$ cat src/rtl/sram_bus_pkg.sv
// Shared definitions for the SRAM bus bridge: bus widths, write-command payload
// and the FIFO pointer width helper.
package sram_bus_pkg;

  localparam int unsigned SRAM_AW = 10;
  localparam int unsigned SRAM_DW = 16;

  typedef struct packed {
    logic [SRAM_AW-1:0] addr;
    logic [SRAM_DW-1:0] data;
  } sram_wr_cmd_t;

  // Pointer/level width: one extra bit so full and empty are distinguishable.
  function automatic int unsigned ptr_width(input int unsigned depth_log2);
    return depth_log2 + 1;
  endfunction

endpackage

$ cat src/rtl/sram_wr_fifo_mem.sv
// Simple dual-port storage for the write FIFO: one synchronous write port and
// one asynchronous read port, suitable for distributed RAM.
module sram_wr_fifo_mem #(
  parameter int unsigned IDX_W = 4,
  parameter int unsigned W     = 26
) (
  input  logic             clk,
  input  logic             we,
  input  logic [IDX_W-1:0] waddr,
  input  logic [W-1:0]     wdata,
  input  logic [IDX_W-1:0] raddr,
  output logic [W-1:0]     rdata_c
);

  localparam int unsigned DEPTH = 1 << IDX_W;

  logic [W-1:0] mem [DEPTH];

  always_ff @(posedge clk) begin
    if (we) begin
      mem[waddr] <= wdata;
    end
  end

  assign rdata_c = mem[raddr];

endmodule

$ cat src/rtl/sram_wr_fifo.sv
// Write-command FIFO behind the SRAM bus bridge: captures write strobes and
// hands them to consumers over valid/ready. Optional address window: SRAM_WR_FIFO_FILTER_EN.
module sram_wr_fifo
  import sram_bus_pkg::*;
#(
  parameter int unsigned    AW         = SRAM_AW,
  parameter int unsigned    DW         = SRAM_DW,
  parameter int unsigned    DEPTH_LOG2 = 4,
  parameter logic [AW-1:0]  WIN_BASE   = AW'(10'h000),
  parameter logic [AW-1:0]  WIN_LAST   = AW'(10'h3FF)
) (
  input  logic                clk,
  input  logic                reset,
  input  logic                wr_we,
  input  logic [AW-1:0]       wr_addr,
  input  logic [DW-1:0]       wr_data,
  output logic                out_valid,
  input  logic                out_ready,
  output logic [AW-1:0]       out_addr,
  output logic [DW-1:0]       out_data,
  output logic [DEPTH_LOG2:0] level,
  output logic                full,
  output logic                overflow,
  input  logic                clr_ovf
);

  localparam int unsigned    PW      = ptr_width(DEPTH_LOG2);
  localparam int unsigned    CMD_W   = $bits(sram_wr_cmd_t);
  localparam logic [PW-1:0]  DEPTH_L = PW'(1 << DEPTH_LOG2);

  logic [PW-1:0] wr_ptr;
  logic [PW-1:0] rd_ptr;
  logic [PW-1:0] rd_ptr_next;
  logic [PW-1:0] level_after_pop;
  logic [PW-1:0] level_next;
  logic          in_win;
  logic          pop;
  logic          push;
  logic          drop;
  logic [CMD_W-1:0] rd_raw;
  sram_wr_cmd_t  wr_cmd;
  sram_wr_cmd_t  rd_cmd;
  sram_wr_cmd_t  head;

`ifdef SRAM_WR_FIFO_FILTER_EN
  assign in_win = (wr_addr >= WIN_BASE) && (wr_addr <= WIN_LAST);
`else
  logic unused_win;
  assign unused_win = ^{WIN_BASE, WIN_LAST};
  assign in_win     = 1'b1;
`endif

  // A full FIFO still accepts a write when the head leaves in the same cycle.
  assign pop             = out_valid & out_ready;
  assign push            = wr_we & in_win & (~full | pop);
  assign drop            = wr_we & in_win & full & ~pop;
  assign rd_ptr_next     = rd_ptr + PW'(pop);
  assign level_after_pop = level - PW'(pop);
  assign level_next      = level_after_pop + PW'(push);

  assign wr_cmd = '{addr: SRAM_AW'(wr_addr), data: SRAM_DW'(wr_data)};
  assign rd_cmd = sram_wr_cmd_t'(rd_raw);

  // Next head: bypass the incoming write when nothing else remains queued.
  always_comb begin
    head = rd_cmd;
    if (level_after_pop == '0) begin
      head = wr_cmd;
    end
  end

  sram_wr_fifo_mem #(
    .IDX_W (DEPTH_LOG2),
    .W     (CMD_W)
  ) u_mem (
    .clk     (clk),
    .we      (push),
    .waddr   (wr_ptr[DEPTH_LOG2-1:0]),
    .wdata   (wr_cmd),
    .raddr   (rd_ptr_next[DEPTH_LOG2-1:0]),
    .rdata_c (rd_raw)
  );

  always_ff @(posedge clk) begin
    if (reset) begin
      wr_ptr    <= '0;
      rd_ptr    <= '0;
      level     <= '0;
      full      <= 1'b0;
      out_valid <= 1'b0;
      out_addr  <= '0;
      out_data  <= '0;
      overflow  <= 1'b0;
    end else begin
      wr_ptr    <= wr_ptr + PW'(push);
      rd_ptr    <= rd_ptr_next;
      level     <= level_next;
      full      <= (level_next == DEPTH_L);
      out_valid <= (level_next != '0);
      // Output register only moves when the head is consumed or was empty.
      if ((pop || !out_valid) && (level_next != '0)) begin
        out_addr <= AW'(head.addr);
        out_data <= DW'(head.data);
      end
      if (drop) begin
        overflow <= 1'b1;
      end else if (clr_ovf) begin
        overflow <= 1'b0;
      end
    end
  end

endmodule
$ cat config.mk
export PLATFORM = sky130hd
export DESIGN_NAME = sram_wr_fifo
export DESIGN_NICKNAME = d
export VERILOG_FILES = /design/src/rtl/sram_bus_pkg.sv /design/src/rtl/sram_wr_fifo_mem.sv /design/src/rtl/sram_wr_fifo.sv
export SDC_FILE = /design/constraint.sdc
export NUM_CORES = 1
export LEC_CHECK = 0
export CAP_MARGIN = 20
export CORE_MARGIN = 2
export CORE_UTILIZATION = 35
export DETAILED_ROUTE_END_ITERATION = 16
export DONT_BUFFER_PORTS = 1
export GPL_ROUTABILITY_DRIVEN = 0
export GPL_TIMING_DRIVEN = 0
export PLACE_DENSITY = 0.56
export RECOVER_POWER = 100
export SLEW_MARGIN = 5
export SYNTH_ARGS = -nofsm -noshare
export SYNTH_HDL_FRONTEND = slang
export SYNTH_SLANG_ARGS = --single-unit
$ cat constraint.sdc
create_clock -name clk -period 12.1 [get_ports clk]
set_input_delay 3.025 -clock clk [delete_from_list [all_inputs] [get_ports clk]]
set_output_delay 3.025 -clock clk [all_outputs]
set_load 0.005 [all_outputs]
---- After elaboration in Yosys (flattened, before gate mapping) ----
Memories as Yosys holds them, arrays and structs flattened.
Index checks and enable logic that the tools add are counted.
operators by class
  $add $sub $neg .......................... 4
  multiply operators ...................... 0
  divide/modulo/power cells ............... 0
  $lt $le $gt $ge ......................... 0
  eq/ne operators ......................... 1
  shift-type cells ........................ 0
  muxes and demuxes ....................... 5
  bitwise gates (word level) .............. 7
  reductions and logical operators ........ 6
operator list
  operator              number
  $mux W26              1
  $add A5 B1 Y5         3
  $eq A5 B5 Y1 const B  1
  $logic_not A5 Y1      1
  $reduce_bool A5 Y1    1
  $sub A5 B1 Y5         1
  $and A1 B1 Y1         4
  $mux W1               4
  $not A1 Y1            2
  $reduce_bool A2 Y1    1
  $logic_and A1 B1 Y1   1
  $logic_not A1 Y1      1
  $logic_or A1 B1 Y1    1
  $or A1 B1 Y1          1
storage, ports and cells
  register bits after elaboration ......... 44
  bits in latches ......................... 0
  bits in writable memories ............... 416
  bits in read-only memories .............. 0
  bits of input ports ..................... 31
  output and inout port bits .............. 34
  word-level logic and storage cells ...... 32
  memories ................................ 1
memory list
  memory     words  bits a word  read ports  clocked after memory_dff  wr ports  line                    text
  u_mem.mem  16     26           1           0                         1         sram_wr_fifo_mem.sv:17  logic [W-1:0] mem [DEPTH];

---- Longest topological paths before layout ----
Gate-level depths: netlist of run 1.
  depth after elaboration ................. 6
  mapped depth ............................ 15
  gate-level depth less buffers ........... 12

---- Hierarchy ----
Synthesis of run 1 repeated with hierarchy kept, for this count alone.
second synthesis, totals
  cells, all modules ...................... 873
  area, all modules ....................... 18,142.4 um^2
by module, submodules not included
  module            instances  cells each  area each (um^2)  seq. area each (um^2)
  sram_wr_fifo_mem  1          660         15,856.5          12,492.0
  sram_wr_fifo      1          213         2,285.9           840.8

---- Worst setup path after synthesis of run 1 ----
Ideal clock, no wire load.
  kind .................................... input -> register
  from .................................... input out_ready
  to ...................................... memory u_mem.mem[0][0], enable pin
  library setup time ...................... 442 ps
  arrival time ............................ 5,575 ps
  required time ........................... 11,658 ps
  path slack .............................. 6,084 ps
  cell stages on the path ................. 6
  path buffers ............................ 1
  cells stage by stage .................... buf_4 > nand2_1 > nand2_1 > nand2_1 > or3_1 > nor3_1
on the way
  longest elaborated chain between the ends .. 5
RTL lines
  what                           line                    text
  start, declared                sram_wr_fifo.sv:18      input logic out_ready,
  $and A1 B1 Y1                  sram_wr_fifo.sv:54      assign pop = out_valid & out_ready;
  $or A1 B1 Y1                   sram_wr_fifo.sv:55      assign push = wr_we & in_win & (~full | pop);
  $and A1 B1 Y1                  sram_wr_fifo.sv:55
  $mux W1                        sram_wr_fifo_mem.sv:20  if (we) begin
  $mux W1 (implied by the code)  sram_wr_fifo_mem.sv:21  mem[waddr] <= wdata;
  end, declared                  sram_wr_fifo_mem.sv:17
Every way passes these cells.

---- Worst setup path in the final report of run 1 ----
  from .................................... input out_ready
  to ...................................... register out_data[4]
on the way
  longest elaborated chain between the ends .. 6
  elaborated cells on any way between the ends .. 12
  those cells by class .................... add/sub: 3; mux: 1; bitwise: 3; reduce/logical: 4; memory: 1
RTL lines
  what                                                   line                 text
  $and A1 B1 Y1 *                                        sram_wr_fifo.sv:54
  branches (longest 5 deep; another with $sub A5 B1 Y5)  -
  end signal, assigned                                   sram_wr_fifo.sv:103  out_data <= DW'(head.data);
  end, declared                                          sram_wr_fifo.sv:20   output logic [DW-1:0] out_data,
Mark *: on every way between the ends.
A chain may end at the register's enable or synchronous reset.

==> results of run 1 <==
[cell usage after synthesis (all sizes together), types with 4 or more instances]
cell type | instances | area (sq um)
nor3 | 59 | 305.3
nand4 | 50 | 312.8
o21ai | 151 | 755.7
nor2 | 54 | 205.2
inv | 7 | 26.27
nand3 | 304 | 1521
buf | 22 | 143.9
or3 | 4 | 25.02
xnor2 | 4 | 42.55
ha | 6 | 75.07
a41oi | 50 | 437.9
dfxtp | 42 | 840.8
clkbuf | 115 | 432.9
o31a | 50 | 437.9
nor2b | 32 | 200.2
a22o | 25 | 219.0
nand2 | 13 | 48.80
edfxtp | 416 | 12490
xor2 | 4 | 35.03
[worst max path at each step]
| stage | startpoint | endpoint |
|---|---|---|
| floorplan | out_ready | u_mem.mem[0][0] |
| global placement | out_ready | u_mem.mem[3][10] |
| detailed placement | out_ready | out_data[6] |
| CTS | out_ready | out_data[4] |
| global route | out_ready | out_data[4] |
| finish | out_ready | out_data[4] |
[routing by layer]
| layer | wire length, um | track usage | part of all wire |
|---|---|---|---|
| met5 | 0 | 0 | 0 |
| met2 | 27290 | 0.3330 | 0.48 |
| met3 | 4166 | 0.04651 | 0.073 |
| met4 | 1875 | 0.06847 | 0.033 |
| met1 | 23730 | 0.2650 | 0.42 |
[where the power goes]
group / switching [mW] / internal (mW) / total, mW
sequential: 0.0501 / 1.80 / 1.85
combinational: 0.806 / 0.369 / 1.17
clock: 0.617 / 0.882 / 1.50
total: 1.47 / 3.05 / 4.53
[logic make-up (layout without fill, tap and decap cells)]
group | count (synthesis) | count (layout) | share of synthesized area
simple gates | 532 | 532 | 0.1446
flops | 458 | 458 | 0.7029
compound gates | 292 | 292 | 0.1074
buf+inv | 144 | 253 | 0.03179
xor+xnor | 8 | 8 | 0.004090
fa+ha+maj | 6 | 6 | 0.003957
mux | 6 | 6 | 0.005210
[state kept, by name, summed over array words and instances, names as in the netlist]
name,count
u_mem.mem,416
out_addr,10
full,1
wr_ptr,4
rd_ptr,4
overflow,1
level,5
out_valid,1
out_data,16
[final cells by class]
cell class / count / area (sq um) / share of cell area
sequential: 458 / 13330 / 0.6197
multi-input combinational: 844 / 5022 / 0.2334
clock buffer: 59 / 1284 / 0.05967
tap: 696 / 870.8 / 0.04048
buffer: 137 / 558.0 / 0.02594
clock inverter: 29 / 307.8 / 0.01431
timing repair buffer: 21 / 112.6 / 0.005234
inverter: 7 / 26.28 / 0.001221
[placed cells by master, fill, tap and decap left out, types with 32 or more instances in the layout]
cell type	Yosys	routed
edfxtp_1	416	416
nand3_1	304	304
o21ai_0	151	151
clkbuf_1	114	145
nor3_1	57	58
nor2_1	53	52
nand4_1	50	50
o31a_1	50	50
a41oi_1	50	50
clkbuf_16	0	49
dfxtp_1	42	42
nor2b_1	32	32
==> results.toml, run 1 <==
[status]
status = "finished, violations left"
violations = "max-capacitance violations, max-slew violations"

[critical_path]
slowest_delay_ns = 0.98
r2r-end = "out_data[4]"
crit_slowest_cell = "a2111oi_0"
r2r_start = "out_valid"
reg2reg_slack_ns = 7.33
path_depth = 14
critPathCaptureType = "flip-flop"
cp_common_cell = "nand2_1"
worst_r2r_path_depth = 14
cp_max_fo = 10
cp.required_ns = 12.56
path_class = "input pin to flip-flop"
setup.worst_path.start_class = "input pin"
arrival_ns = 7.53
crit_chain = "clkbuf_1 > nand2_1 > nand2_1 > nand2_1 > inv_1 > ha_1 > ha_1 > or3b_1 > nor4_1 > nor3_2 > a2111oi_0 > nor3_1 > clkbuf_1 > a22o_1"
crit_family = "simple AND/OR/NAND/NOR gates"
critPathBufInv = 3

[clocking]
clkLatencyLatePin_ns = 0.60
cts_buffers = 48
cts_resized = 0
clockBufferDepth = 3
post_cts_buffers = 0
clkTransAtPathRegs_ns = 0.06
ctsRootBufferMaster = "clkbuf_16"
cts_tree = "built"
hold_buffers = 0
htreeDepth = 2
cts.sinks = 458

[global_routing]
grt_pass1_wl_um = 83720
grt_overflow = 0
grt_usage = 0.2027
grt_pass1_vias = 12640
grt_max_degree = 27
antenna_found_initial = 1

[timing]
finalClockSkew_ns = 0.02822
period_needed_ns = 7.066
grt_setup_unrepaired = "no"
hold_viol = 0
tns_ns = 0
min_period_over_period = 0.5840
worst_slack_ns = 5.034
finalSetupViolCount = 0
finalHoldWorstSlack_ns = 0.5136
clock.fmax_mhz = 141.5
finalMaxSlewViolations = 219
slew_headroom = -0.8212
worst_slew_pin_slew_ns = 2.722

[place]
pre_cts_slack_ns = 5.589
dp_cells = 2163
dp_hpwl_um = 38580
io_buffers = 0
placed_area_sq_mm = 0.02028

[power]
vdd_drop_max_mv = 0.1001
p_per_area_mw_per_mm2 = 210.4
p_total_mw = 4.527
leakage_nw = 6.661

[layout]
finalNonFillerCells = 2251
finalNetCount = 1554
post-route-util = 0.4006
diodes = 0
fill_cells = 4908
area_delta_synth_final_pct = 13.42
final_area_sq_mm = 0.02151
layout-drive-gt1-share = 0.06688

[synth]
synth_edf_count = 416
synthArstFlopShare = 0
synthCells = 1446
netlist_area_sq_mm = 0.01897
yosysSeqAreaShare = 0.7029
synth.yosys.warnings = 0
synthFlopType = "edfxtp_1"
syn_nets = 1483
synth-seq-cells = 458
synth_cell_types = 55
syn_avg_cell_area_sq_um = 13.12

[route]
drt_first_pass_iters = 6
vias_per_cell = 5.741
first_iter_violations = 1509
postRouteWirelength_um = 57060
wire_per_inst_um = 25.35
postRouteAntennaNets = 0
drc = 0
vias = 12920

[die]
fp.coreArea_sq_mm = 0.05371
die_y_um = 236.8
dieArea_sq_mm = 0.05608
boundaryPins = 65
initial_utilization = 0.3532
die_w_um = 236.8
fp-row-count = 85

[worst_hold_path]
holdCritPathClass = "flip-flop to flip-flop"
min_to = "out_addr[7]"
hold_depth = 1
hp-start = "out_addr[7]"

[job]
max_cap_viol_count = 9
(Power assumes the default switching activity.)
==> run 2, diff against run 1 <==
Clock period 12.1 ns to 6.6 ns, I/O delays scaled along.
==> results.toml, run 2 (synthesis gave the netlist of run 1 again) <==
[power]
leakage_nw = 6.673
p_total_mw = 8.337
vdd_drop_max_mv = 0.1854
p_per_area_mw_per_mm2 = 386.9

[die]
fp-row-count = 85
boundaryPins = 65
die_w_um = 236.8
fp.coreArea_sq_mm = 0.05371
die_y_um = 236.8
dieArea_sq_mm = 0.05608
initial_utilization = 0.3532

[timing]
finalClockSkew_ns = 0.02672
clock.fmax_mhz = 189.7
worst_slew_pin_slew_ns = 2.701
finalHoldWorstSlack_ns = 0.5136
finalSetupViolCount = 0
finalMaxSlewViolations = 219
period_needed_ns = 5.270
grt_setup_unrepaired = "no"
slew_headroom = -0.8072
tns_ns = 0
min_period_over_period = 0.7985
hold_viol = 0

[route]
first_iter_violations = 1530
postRouteAntennaNets = 0
postRouteWirelength_um = 57060
wire_per_inst_um = 25.35
vias_per_cell = 5.718
vias = 12870
drt_first_pass_iters = 5
drc = 0

[critical_path]
arrival_ns = 5.79
reg2reg_slack_ns = 2.20
cp_max_fo = 10
r2r-end = "out_data[4]"
worst_r2r_path_depth = 14
cp.required_ns = 7.12
critPathCaptureType = "flip-flop"
setup.worst_path.start_class = "input pin"
path_class = "input pin to flip-flop"
r2r_start = "out_valid"

[clocking]
cts_resized = 0
hold_buffers = 0
ctsRootBufferMaster = "clkbuf_16"
cts_buffers = 48
cts_tree = "built"
clockBufferDepth = 3
htreeDepth = 2
post_cts_buffers = 0
clkLatencyLatePin_ns = 0.60
clkTransAtPathRegs_ns = 0.06
cts.sinks = 458

[global_routing]
grt_pass1_wl_um = 83720
antenna_found_initial = 1
grt_max_degree = 27
grt_usage = 0.2027
grt_overflow = 0
grt_pass1_vias = 12640

[worst_hold_path]
min_to = "out_addr[7]"
hp-start = "out_addr[7]"
holdCritPathClass = "flip-flop to flip-flop"
hold_depth = 1

[job]
max_cap_viol_count = 10

[layout]
final_area_sq_mm = 0.02155
largest-register = "u_mem.mem"
fill_cells = 4906
layout-drive-gt1-share = 0.06881
final_common_cell = "edfxtp_1"
layout_common_cells = "edfxtp_1, nand3_1, o21ai_0, clkbuf_1, nor3_1"
largest_reg_flops = 416
finalNetCount = 1554
top_regs = "u_mem.mem (416), out_data (16), out_addr (10)"
finalNonFillerCells = 2251
diodes = 0
area_delta_synth_final_pct = 13.59

[place]
dp_hpwl_um = 38580
placed_area_sq_mm = 0.02028
io_buffers = 0
dp_cells = 2163

[status]
violations = "max-capacitance violations, max-slew violations"
status = "finished, violations left"
-- run 2: per-layer routing --
layer  part of all wire  global-route usage  routed length, um
met4              0.032             0.06847               1821
met2               0.48              0.3330              27320
met1               0.41              0.2650              23510
met5                  0                   0                  0
met3              0.077             0.04651               4405
-- run 2: worst max-delay path by stage --
stage / start / end / cells past startpoint
2_1_floorplan: out_ready / u_mem.mem[0][0] / 6
3_3_place_gp: out_ready / u_mem.mem[3][10] / 7
3_5_place_dp: out_ready / out_data[6] / 14
4_1_cts: out_ready / out_data[4] / 14
5_1_grt: out_ready / out_data[3] / 14
6_report: out_ready / out_data[4] / 14
-- run 2: metrics by stage --
step,util,setup WS (ns)
2_1_floorplan,-,1.959
3_3_place_gp,0.3694,0.1185
3_5_place_dp,0.3775,1.464
4_1_cts,0.4072,2.039
5_1_grt,0.4012,1.197
6_report,0.4012,1.330
-- run 2: area by class of cell --
| type | count | area [sq um] | share of cell area |
|---|---|---|---|
| plain buffers | 137 | 573.1 | 0.02659 |
| clock buffers | 59 | 1284 | 0.05957 |
| clock inverters | 29 | 307.8 | 0.01428 |
| inverters | 7 | 26.28 | 0.001219 |
| multi-input cells | 844 | 5041 | 0.2339 |
| flip-flops and latches | 458 | 13330 | 0.6187 |
| well taps | 696 | 870.8 | 0.04041 |
| repair buffers | 21 | 112.6 | 0.005226 |
-- run 2: critical path, cell delays in order --
cell	delay [ns]
clkbuf_1	0.38
nand2_1	0.26
inv_1	0.11
ha_1	0.12
inv_1	0.05
ha_1	0.25
ha_1	0.30
or3_1	0.40
mux2i_1	0.22
xor2_1	0.33
a2111oi_4	0.12
nor3_1	1.15
buf_6	0.29
a22o_1	0.15
-- run 2: power breakdown --
group / internal (mW) / switching, mW
Sequential: 3.31 / 0.0916
Clock: 1.62 / 1.13
Combinational: 0.698 / 1.49
